[src/rtl/audplay_controller_if.sv]
// Peripheral bus bundle for the audio playback controller.
// Supplies default BUS_ACC_* encodings when the surrounding bus package does not.
`ifndef BUS_ACC_WIDTH
`define BUS_ACC_WIDTH 2
`endif
`ifndef BUS_ACC_1B
`define BUS_ACC_1B 2'd0
`endif
`ifndef BUS_ACC_2B
`define BUS_ACC_2B 2'd1
`endif
`ifndef BUS_ACC_4B
`define BUS_ACC_4B 2'd2
`endif

interface audplay_controller_if;
    logic [3:0]                addr;
    logic                      w_rb;
    logic [`BUS_ACC_WIDTH-1:0] acc;
    logic [31:0]               wdata;
    logic [31:0]               rdata;
    logic                      req;
    logic                      resp;
    logic                      fault;

    modport master (output addr, w_rb, acc, wdata, req, input rdata, resp, fault);
    modport slave  (input addr, w_rb, acc, wdata, req, output rdata, resp, fault);
endinterface

[src/rtl/audplay_controller.sv]
// I2S-style playback: bus-written samples are buffered and serialised MSB-first in the ws-low slot.
// Define AUDPLAY_STEREO_EN to repeat each popped word in the ws-high slot.
`ifndef BUS_ACC_WIDTH
`define BUS_ACC_WIDTH 2
`endif
`ifndef BUS_ACC_4B
`define BUS_ACC_4B 2'd2
`endif

module audplay_controller #(
    parameter int PRIMARY_DIV = 26,
    parameter int FIFO_DEPTH  = 8
) (
    input  logic                  clk,
    input  logic                  rstn,
    audplay_controller_if.slave   bus,
    output logic                  sck,
    output logic                  ws,
    output logic                  sd
);
    localparam int AW = $clog2(FIFO_DEPTH);
    localparam int LW = AW + 1;
    localparam int DW = (PRIMARY_DIV > 1) ? $clog2(PRIMARY_DIV) : 1;

    typedef enum logic [1:0] {ST_IDLE, ST_LOW, ST_HIGH} state_t;

    state_t        state, state_nxt;
    logic [5:0]    cnt, cnt_nxt;
    logic [DW-1:0] div_cnt;
    logic          tick;
    logic          load;

    logic [15:0]   mem [FIFO_DEPTH];
    logic [AW-1:0] wr_ptr, rd_ptr;
    logic [LW-1:0] level;
    logic          full, empty, push, pop;

    logic          en;
    logic [3:0]    shift;
    logic          ovf, udr;
    logic          ovf_set, udr_set;
    logic [31:0]   sr;
    logic [23:0]   shreg;
    logic [23:0]   head_ext, slot_word;
    logic [3:0]    sh_eff;
    logic          slot_active;
    logic          sd_nxt;
    logic [4:0]    bit_pos;

    logic          is_dr, is_sr, is_cr, invalid, valid;
    logic          wr_dr, wr_cr, rd_sr;
    logic          unused_wdata;

    assign unused_wdata = ^bus.wdata[30:16];

    always_ff @(posedge clk) begin
        if (!rstn)
            div_cnt <= '0;
        else if (div_cnt == DW'(PRIMARY_DIV - 1))
            div_cnt <= '0;
        else
            div_cnt <= div_cnt + DW'(1);
    end

    assign tick = (div_cnt == '0);

    always_ff @(posedge clk) begin
        if (!rstn) begin
            state <= ST_IDLE;
            cnt   <= 6'd0;
        end else begin
            state <= state_nxt;
            cnt   <= cnt_nxt;
        end
    end

    // IDLE is only visited after reset; LOW/HIGH then alternate forever.
    always_comb begin
        state_nxt = state;
        cnt_nxt   = cnt;
        load      = 1'b0;
        if (tick) begin
            cnt_nxt = cnt + 6'd1;
            if (cnt == 6'd63) begin
                case (state)
                    ST_IDLE, ST_HIGH: begin
                        state_nxt = ST_LOW;
                        load      = 1'b1;
                    end
                    ST_LOW:  state_nxt = ST_HIGH;
                    default: state_nxt = ST_IDLE;
                endcase
            end
        end
    end

    assign sck = (state == ST_IDLE) | cnt[0];
    assign ws  = (state == ST_IDLE) | (state == ST_HIGH);

    assign is_dr   = (bus.addr == 4'd0);
    assign is_sr   = (bus.addr == 4'd4);
    assign is_cr   = (bus.addr == 4'd8);
    assign invalid = (bus.addr[1:0] != 2'd0) | (bus.acc != `BUS_ACC_4B) | (bus.addr == 4'd12)
                   | (bus.w_rb & is_sr) | (~bus.w_rb & (is_dr | is_cr));
    assign valid   = bus.req & ~invalid;
    assign wr_dr   = valid & bus.w_rb & is_dr;
    assign wr_cr   = valid & bus.w_rb & is_cr;
    assign rd_sr   = valid & ~bus.w_rb & is_sr;
    assign bus.fault = bus.req & invalid;

    assign full    = (level == LW'(FIFO_DEPTH));
    assign empty   = (level == '0);
    assign pop     = load & en & ~empty;
    assign push    = wr_dr & (~full | pop);
    assign ovf_set = wr_dr & full & ~pop;
    assign udr_set = load & en & empty;

    always_ff @(posedge clk) begin
        if (push)
            mem[wr_ptr] <= bus.wdata[15:0];
    end

    always_ff @(posedge clk) begin
        if (!rstn) begin
            wr_ptr <= '0;
            rd_ptr <= '0;
            level  <= '0;
        end else begin
            if (push)
                wr_ptr <= wr_ptr + AW'(1);
            if (pop)
                rd_ptr <= rd_ptr + AW'(1);
            case ({push, pop})
                2'b10:   level <= level + LW'(1);
                2'b01:   level <= level - LW'(1);
                default: level <= level;
            endcase
        end
    end

    always_ff @(posedge clk) begin
        if (!rstn) begin
            en    <= 1'b0;
            shift <= 4'd0;
        end else if (wr_cr) begin
            en    <= bus.wdata[31];
            shift <= bus.wdata[3:0];
        end
    end

    // A set event on the capture edge keeps the flag, so no event is ever lost.
    always_ff @(posedge clk) begin
        if (!rstn) begin
            ovf <= 1'b0;
            udr <= 1'b0;
        end else begin
            ovf <= ovf_set | (ovf & ~rd_sr);
            udr <= udr_set | (udr & ~rd_sr);
        end
    end

    assign sr = {ovf, udr, 6'd0, 8'(level), 14'd0, empty, full};

    always_ff @(posedge clk) begin
        if (!rstn) begin
            bus.resp  <= 1'b0;
            bus.rdata <= 32'd0;
        end else begin
            bus.resp <= valid;
            if (rd_sr)
                bus.rdata <= sr;
        end
    end

    assign sh_eff    = (shift > 4'd8) ? 4'd8 : shift;
    assign head_ext  = {{8{mem[rd_ptr][15]}}, mem[rd_ptr]};
    assign slot_word = head_ext << sh_eff;

    always_ff @(posedge clk) begin
        if (!rstn)
            shreg <= 24'd0;
        else if (load)
            shreg <= pop ? slot_word : 24'd0;
    end

`ifdef AUDPLAY_STEREO_EN
    assign slot_active = (state_nxt == ST_LOW) | (state_nxt == ST_HIGH);
`else
    assign slot_active = (state_nxt == ST_LOW);
`endif

    // Each bit occupies an even/odd count pair so it is stable across the sck rising edge.
    always_comb begin
        sd_nxt  = 1'b0;
        bit_pos = 5'd0;
        if (slot_active && (cnt_nxt >= 6'd2) && (cnt_nxt <= 6'd49)) begin
            bit_pos = 5'd23 - 5'((cnt_nxt - 6'd2) >> 1);
            sd_nxt  = shreg[bit_pos];
        end
    end

    always_ff @(posedge clk) begin
        if (!rstn)
            sd <= 1'b0;
        else if (tick)
            sd <= sd_nxt;
    end
endmodule
[src/flat_wrapper.sv]
// flat-port wrapper written by rule: the top's interface ports become plain ports
module audplay_controller_flat 
#(
    parameter int PRIMARY_DIV = 26,
    parameter int FIFO_DEPTH  = 8
)
  (clk, rstn, sck, ws, sd, bus_addr, bus_w_rb, bus_acc, bus_wdata, bus_req, bus_rdata, bus_resp, bus_fault);
  audplay_controller_if bus_i ();
  input  logic clk;
  input  logic rstn;
  output logic sck;
  output logic ws;
  output logic sd;
  input wire logic [$bits(bus_i.addr)-1:0] bus_addr;
  input wire logic [$bits(bus_i.w_rb)-1:0] bus_w_rb;
  input wire logic [$bits(bus_i.acc)-1:0] bus_acc;
  input wire logic [$bits(bus_i.wdata)-1:0] bus_wdata;
  input wire logic [$bits(bus_i.req)-1:0] bus_req;
  output wire logic [$bits(bus_i.rdata)-1:0] bus_rdata;
  output wire logic [$bits(bus_i.resp)-1:0] bus_resp;
  output wire logic [$bits(bus_i.fault)-1:0] bus_fault;
  assign bus_i.addr = bus_addr;
  assign bus_i.w_rb = bus_w_rb;
  assign bus_i.acc = bus_acc;
  assign bus_i.wdata = bus_wdata;
  assign bus_i.req = bus_req;
  assign bus_rdata = bus_i.rdata;
  assign bus_resp = bus_i.resp;
  assign bus_fault = bus_i.fault;
  audplay_controller #(.PRIMARY_DIV(PRIMARY_DIV), .FIFO_DEPTH(FIFO_DEPTH)) u_core (.clk(clk), .rstn(rstn), .bus(bus_i), .sck(sck), .ws(ws), .sd(sd));
endmodule
[config.mk]
export PLATFORM = sky130hd
export DESIGN_NAME = audplay_controller_flat
export DESIGN_NICKNAME = d
export VERILOG_FILES = /design/src/rtl/audplay_controller_if.sv /design/src/rtl/audplay_controller.sv /design/src/flat_wrapper.sv
export SDC_FILE = /design/constraint.sdc
export NUM_CORES = 1
export LEC_CHECK = 0
export CORE_MARGIN = 2
export CORE_UTILIZATION = 62
export CTS_CLUSTER_DIAMETER = 120
export DETAILED_ROUTE_END_ITERATION = 10
export PLACE_DENSITY = 0.85
export SLEW_MARGIN = 20
export SYNTH_ARGS = -nofsm -noshare
export SYNTH_HDL_FRONTEND = slang
export SYNTH_SLANG_ARGS = --single-unit
[constraint.sdc]
create_clock -name clk -period 11.3 [get_ports clk]
set_input_delay 2.26 -clock clk [delete_from_list [all_inputs] [get_ports clk]]
set_output_delay 2.26 -clock clk [all_outputs]
set_load 0.02 [all_outputs]
# Yosys cells after proc, flatten, opt, wreduce, memory -nomap -nowiden
# Memory sizes are Yosys's and may differ from the RTL's. A register that Yosys moved wholly into a read port is not among the register bits.
# Index checks and enable logic that the tools add are counted.
[word_totals] out_inout_bits=37 mem_count=1 in_bits=42 elab_cells=101 reg_bits=64 mem_bits_rw=128
[mem_list] memory="u_core.mem" depth=8 width=16 rd=1 rd_clocked_by_memory_dff=1 wr=1 line="audplay_controller.sv:33" rtl="logic [15:0] mem [FIFO_DEPTH];"
[classes] eq_ne=12 n_shift=1 n_mux=17 order_cmp=4 n_bitwise=34 reduce_logical=10 n_addsub=8
[ops] cell="$mux 24" count=1
[ops] cell="$shl 24x4->24" count=1
[ops] cell="$and 1x1->1" count=17
[ops] cell="$eq 4x4->1 const B" count=3
[ops] cell="$or 1x1->1" count=10
[ops] cell="$logic_not 4->1" count=2
[ops] cell="$pmux 4 s2" count=1
[ops] cell="$mux 1" count=7
[ops] cell="$not 1->1" count=7
[ops] cell="$add 3x1->3 const B" count=2
[ops] cell="$add 6x1->6 const B" count=1
[ops] cell="$eq 2x1->1 const B" count=3
[ops] cell="$eq 6x6->1 const B" count=1
[ops] cell="$ge 6x2->1 const B" count=1
[ops] cell="$le 6x6->1 const B" count=1
[ops] cell="$lt 5x6->1 const B" count=1
[ops] cell="$mux 3" count=2
[ops] cell="$mux 6" count=1
[ops] cell="$sub 6x2->6 const B" count=1
[ops] cell="$add 5x1->5 const B" count=1
[ops] cell="$bmux 1 s5" count=1
[ops] cell="$eq 5x5->1 const B" count=1
[ops] cell="$logic_not 5->1" count=1
[ops] cell="$sub 5x5->5 const A" count=1
[ops] cell="other kinds (13)" count=18

# Depth between registers and ports, before layout
[logic_depth] depth_word=12 mapped_depth=16 ltp_nobuf=13

# Worst setup path after synthesis
# OpenSTA, ideal clock, no wires.
[synth_path] kind="input-to-output" from="input bus_addr[1]" to="output bus_fault" path_stages=4 required_ns=9.040 path_buffers=0 t_arrival_ns=3.195 path_slack_ns=5.845 cell_sequence="nor4b_1 > a21boi_0 > o211ai_1 > and2_1"
[synth_between] elab_chain_cells=6 word_cells_on_any_way=13 classes_between="eq/ne: 3; bitwise: 8; reduce/logical: 2"
[synth_lines] element="start: declaration" line="flat_wrapper.sv:14" rtl="input wire logic [$bits(bus_i.addr)-1:0] bus_addr;"
[synth_lines] element="$reduce_bool 2->1" line="audplay_controller.sv:103" rtl="assign invalid = (bus.addr[1:0] != 2'd0) | (bus.acc != `BUS_ACC_4B) | (bus.addr == 4'd12)"
[synth_lines] element="$or 1x1->1 (3 in a row)" line="audplay_controller.sv:103"
[synth_lines] element="$or 1x1->1 (*)" line="audplay_controller.sv:103"
[synth_lines] element="$and 1x1->1 (*)" line="audplay_controller.sv:109" rtl="assign bus.fault = bus.req & invalid;"
[synth_lines] element="end: declaration" line="flat_wrapper.sv:21" rtl="output wire logic [$bits(bus_i.fault)-1:0] bus_fault;"
# Mark *: on every way between the ends. The rest lies on a longest branch, timed or not.

# Worst setup path after layout
# Same ends and word-level chain as after synthesis.

==> flow_summary.yaml <==
synth:
  yosysTopAreaCellShare_pct: 42.86
  ys.flop_type: "edfxtp_1"
  synth_top_area_cell: "edfxtp_1"
  synthArstFlopShare_pct: 0
  synth-edff-count: 128
  synth.area.top_cells: "edfxtp_1 (43%), dfxtp_1 (15%), mux4_2 (9.0%), mux2i_1 (3.9%), nor2_1 (2.4%)"
  ys.warnings.count: 0
  syn_inst: 687
  avgSynthCellArea_um2: 13.05
  yosysSeqAreaShare_pct: 57.82
  netlist_area_um2: 8967
  ys_ff_latch: 195
  synthDistinctLibCells: 71
pwr:
  p_per_area_nw_per_um2: 143.7
  power_frac_comb_pct: 6.9
  p_leak_nw: 3.415
  ir_drop_uv: 137.1
  switching_share_pct: 24.14
  switching_power_mw: 0.3478
  clkPwrFrac_pct: 40.1
  intPower_mw: 1.093
  power_frac_seq_pct: 53.0
sta:
  worst_slack_ns: 4.703
  hold_violations: 0
  fin_worst_skew_ns: 0.01417
  rsz0062_at_grt: "no"
  worst_slew_pin_slew_ns: 1.057
  slew_viol_final: 0
  setup_viol: 0
  max_clock_freq_ghz: 0.1516
  period_needed_ns: 6.597
  period_share_pct: 58.38
  finalSetupTns_ns: 0
  slew_headroom_pct: 29.47
critical_path:
  cp-end-kind: "primary output"
  ff2ff_setup_slack_ns: 7.26
  worstPathArrival_ns: 4.34
  worstPathMaxFanout: 2
  worst_setup_path_start_kind: "primary input"
  cp.required_ns: 9.04
  critPathKind: "primary input to primary output"
placement:
  dp_hpwl_um: 12020
  post-place-ws_ns: 4.725
  place_congestion: 0.9042
  portBuffers: 39
  placed_area_um2: 9457
detailed_routing:
  wirelength_um: 18750
  wl_per_cell_um: 20.62
  via_per_inst: 6.217
  vias: 5651
  ant_nets: 0
  drt-initial-drc-count: 425
  drc: 0
  drtPass1Iterations: 5
die:
  die_area_um2: 15440
  start_util_pct: 64.11
  die_h_um: 124.3
  ios: 79
  coreArea_um2: 13990
  die_w_um: 124.3
  fp-row-count: 43
cells_and_area:
  final_nets: 768
  finish.utilization_pct: 71.67
  insertedDiodeCount: 0
  multi_input_area_um2: 3538
  drive_gt1_share_pct: 15.50
  n_fill_cell: 899
  regArea_um2: 5186
  final_cell_area_um2: 10030
  syn2layout_area_growth_pct: 11.80
grt:
  grt_usage_pct: 24.92
  grt_pass1_wl_um: 29900
  overflow: 0
  antenna_found_initial: 0
  grt_max_degree: 37
  grt_pass1_vias: 5512
clock_tree:
  cts_sinks: 195
  ctsHtreeMaxLevel: 4
  clkTransAtPathRegs_ns: 0.07
  ctsHoldBuffers: 0
  tritoncts: "done"
  cts-buffers-inserted: 17
  cts-resized-gates: 0
  cts_root_buffer: "clkbuf_16"
  clockBufferDepth: 2
  postCtsSetupBuffers: 0
  clk_latency_ns: 0.44
min_path:
  min_path_type: "register to register"
flow_run:
  maxCapViolCount: 0
outcome:
  status: "finished, final reports clean"
-- kinds of logic (layout without fill, tap and decap cells) --
group	count (synthesis)	after routing	synth area share [%]
simple gates	196	196	11.09
flops	195	195	57.82
compound gates	108	108	8.260
mux	89	89	15.40
buf+inv	74	93	4.325
xor+xnor	14	14	1.577
fa+ha+maj	10	10	1.479
other cells	1	24	0.04182
-- power groups by stage --
| stage | clock network [mW] | logic [mW] | registers (mW) |
|---|---|---|---|
| 2_1_floorplan | 0 | 0.0787 | 0.778 |
| 3_3_place_gp | 0 | 0.0944 | 0.780 |
| 3_5_place_dp | 0 | 0.0976 | 0.780 |
| 4_1_cts | 0.585 | 0.0979 | 0.764 |
| 5_1_grt | 0.612 | 0.108 | 0.764 |
| 6_report | 0.578 | 0.0987 | 0.764 |
-- critical path: stages --
cell             delay [ns]
clkdlybuf4s50_1        0.41
nor4b_1                0.40
a21boi_0               0.34
o211ai_1               0.18
and2_1                 0.20
clkdlybuf4s50_1        0.53
-- cell usage after synthesis (16+ instances only) --
master	number
o21ai_0	21
nor2_1	57
mux2_2	16
edfxtp_1	128
mux4_2	36
clkbuf_1	23
nand2_1	54
buf_4	24
nand3_1	17
mux2i_1	35
dfxtp_1	67
a21oi_1	27
-- sequential cells by signal (all words and copies together) (netlist names), 4 cells and up, named ones only --
signal / flops
u_core.mem: 128
u_core.shreg: 24
u_core.bus.rdata: 8
u_core.cnt: 6
u_core.div_cnt: 5
u_core.level: 4
u_core.shift: 4
-- metrics by stage --
stage,std cells,total power [mW],hold slack [ns]
after floorplan,710,0.8572,0.4204
after global routing,909,1.484,0.4727
after CTS,909,1.446,0.4554
after detailed placement,877,0.8777,0.4459
final,909,1.441,0.4570
after global placement,877,0.8742,0.4408
-- final cells by class --
class / count / area share [%]
Inverter: 13 / 0.4867
Sequential cell: 195 / 51.73
Multi-Input combinational cell: 441 / 35.29
Clock buffer: 19 / 4.318
Timing Repair Buffer: 48 / 4.568
Clock inverter: 13 / 1.360
Tap cell: 180 / 2.246
-- path summary, 6_finish.rpt --
path	from	to	cells after the start
hold reg to reg	u_core.shreg[22]	u_core.shreg[22]	2
hold / removal	u_core.shreg[22]	u_core.shreg[22]	2
setup reg to reg	u_core.div_cnt[0]	u_core.sd	11
setup / recovery	bus_addr[1]	bus_fault	6
-- routing by layer --
metal	GRT usage [%]	part of all wire (%)
met5	0	0
met4	7.799	1.7
met3	5.241	5.9
met2	42.43	51
met1	32.33	41
-- cell usage in the layout (no fill, tap or decap), types with 4 or more instances in the layout --
cell,count
dfxtp_1,66
nor2_1,57
inv_1,12
mux2i_1,35
inv_8,5
xor2_1,4
o211ai_1,8
a22oi_1,9
buf_4,9
clkbuf_16,17
nor2b_1,9
a21oi_1,27
xnor2_1,9
nor4_1,4
nor3_1,10
clkdlybuf4s50_1,39
ha_1,9
and2_1,7
conb_1,24
nand2_1,54
o21ai_0,21
nand4b_1,4
mux2_2,16
mux4_2,36
a32oi_1,5
edfxtp_1,128
nand3_1,17
(Power assumes the default switching activity.)
==> RTL change: new RTL, config.mk and constraints unchanged <==
Build with the macro `AUDPLAY_STEREO_EN` defined.
--- a/src/rtl/audplay_controller.sv
+++ b/src/rtl/audplay_controller.sv
@@ -1,4 +1,6 @@
 // I2S-style playback: bus-written samples are buffered and serialised MSB-first in the ws-low slot.
 // Define AUDPLAY_STEREO_EN to repeat each popped word in the ws-high slot.
+`define AUDPLAY_STEREO_EN
+
 `ifndef BUS_ACC_WIDTH
 `define BUS_ACC_WIDTH 2
Function: no difference found for any inputs over 10 cycles, from zero or initial values and one cycle with rstn low; that may be too few to reach the edited logic, so the function may still have changed.
==> RTL change against the original RTL <==
Core utilization down 1.6 points. Sequential cell count unchanged. Worst setup slack better by 0.042 ns. Power about the same. Routed wire length down 0.50%. Final area up 0.86%. Die area up 1.0%. Global-route usage down 0.21 points. Final cell count up 2.4%. Critical path depth unchanged. Area after synthesis up 1.1%. First-iteration DRC count up 10%.
==> RTL change: results <==
[outcome]
status = "completed"

[synth]
synth_seq_area_share_pct = 57.20

[global_routing]
grt_use_met2_pct = 42.21
track_usage_pct = 24.71
grt_max_degree = 61
grt_util_met1_pct = 31.58

[cells_and_area]
finalNetCount = 787
multi_input_cells = 463
nonClkBufAreaFrac_pct = 4.603
inverters = 9
fillCellCount = 956
multiInputGateArea_um2 = 3651

[setup_path]
r2r_end = "u_core.level[3]"
crit_fanout = 2
crit_arrival_ns = 4.30

[worst_hold_path]
worstHoldEndpoint = "u_core.shreg[5]"
min-delay-start = "u_core.shreg[5]"

[timing]
maxSlewHeadroom_pct = 27.12
fin_worst_skew_ns = 0.01187

[place]
hpwlAfterDp_mm = 11.96
globalplace.congestion = 0.8848

[route]
met3WireLength_mm = 1.218
wl_per_cell_um = 20.04
drt_iter0_drc = 468
wl_met2_mm = 9.460
drt-met1-wl_mm = 7.609
via_per_inst = 6.197

[power]
comb_power_share_pct = 7.5
p_int_uw = 1093
ir_drop_mv = 0.1336
p_leak_uw = 0.003447
p_total_uw = 1441
## RTL change: changes by cell type after synthesis, moves of 6 or more
cell,before,now
o21a_1,2,8
nor2b_1,9,32
nor2_1,57,32
mux2_2,16,24
nand2_1,54,63
o21ai_1,3,10
a21oi_1,27,20
o21ai_0,21,28
and2_1,7,14
## RTL change: stage by stage
step           hold WS [ns]  std cells  worst slack (ns)  instance area [um2]
3_5_place_dp         0.4628        900             4.751                 9567
4_1_cts              0.4750        931             4.751                10110
2_1_floorplan        0.4356        731             5.845                 9151
6_report             0.4727        931             4.745                10110
5_1_grt              0.5014        931             4.618                10110
3_3_place_gp         0.4523        900             4.919                 9567
## RTL change: logic make-up (layout without fill, tap and decap cells)
group / Yosys count / count (layout) / synth area share (%)
simple gates: 211 / 211 / 12.37
buf+inv: 73 / 89 / 4.182
flops: 195 / 195 / 57.20
other cells: 1 / 24 / 0.04137
mux: 94 / 94 / 15.68
xor+xnor: 15 / 15 / 1.449
fa+ha+maj: 10 / 10 / 1.463
compound gates: 109 / 109 / 7.619
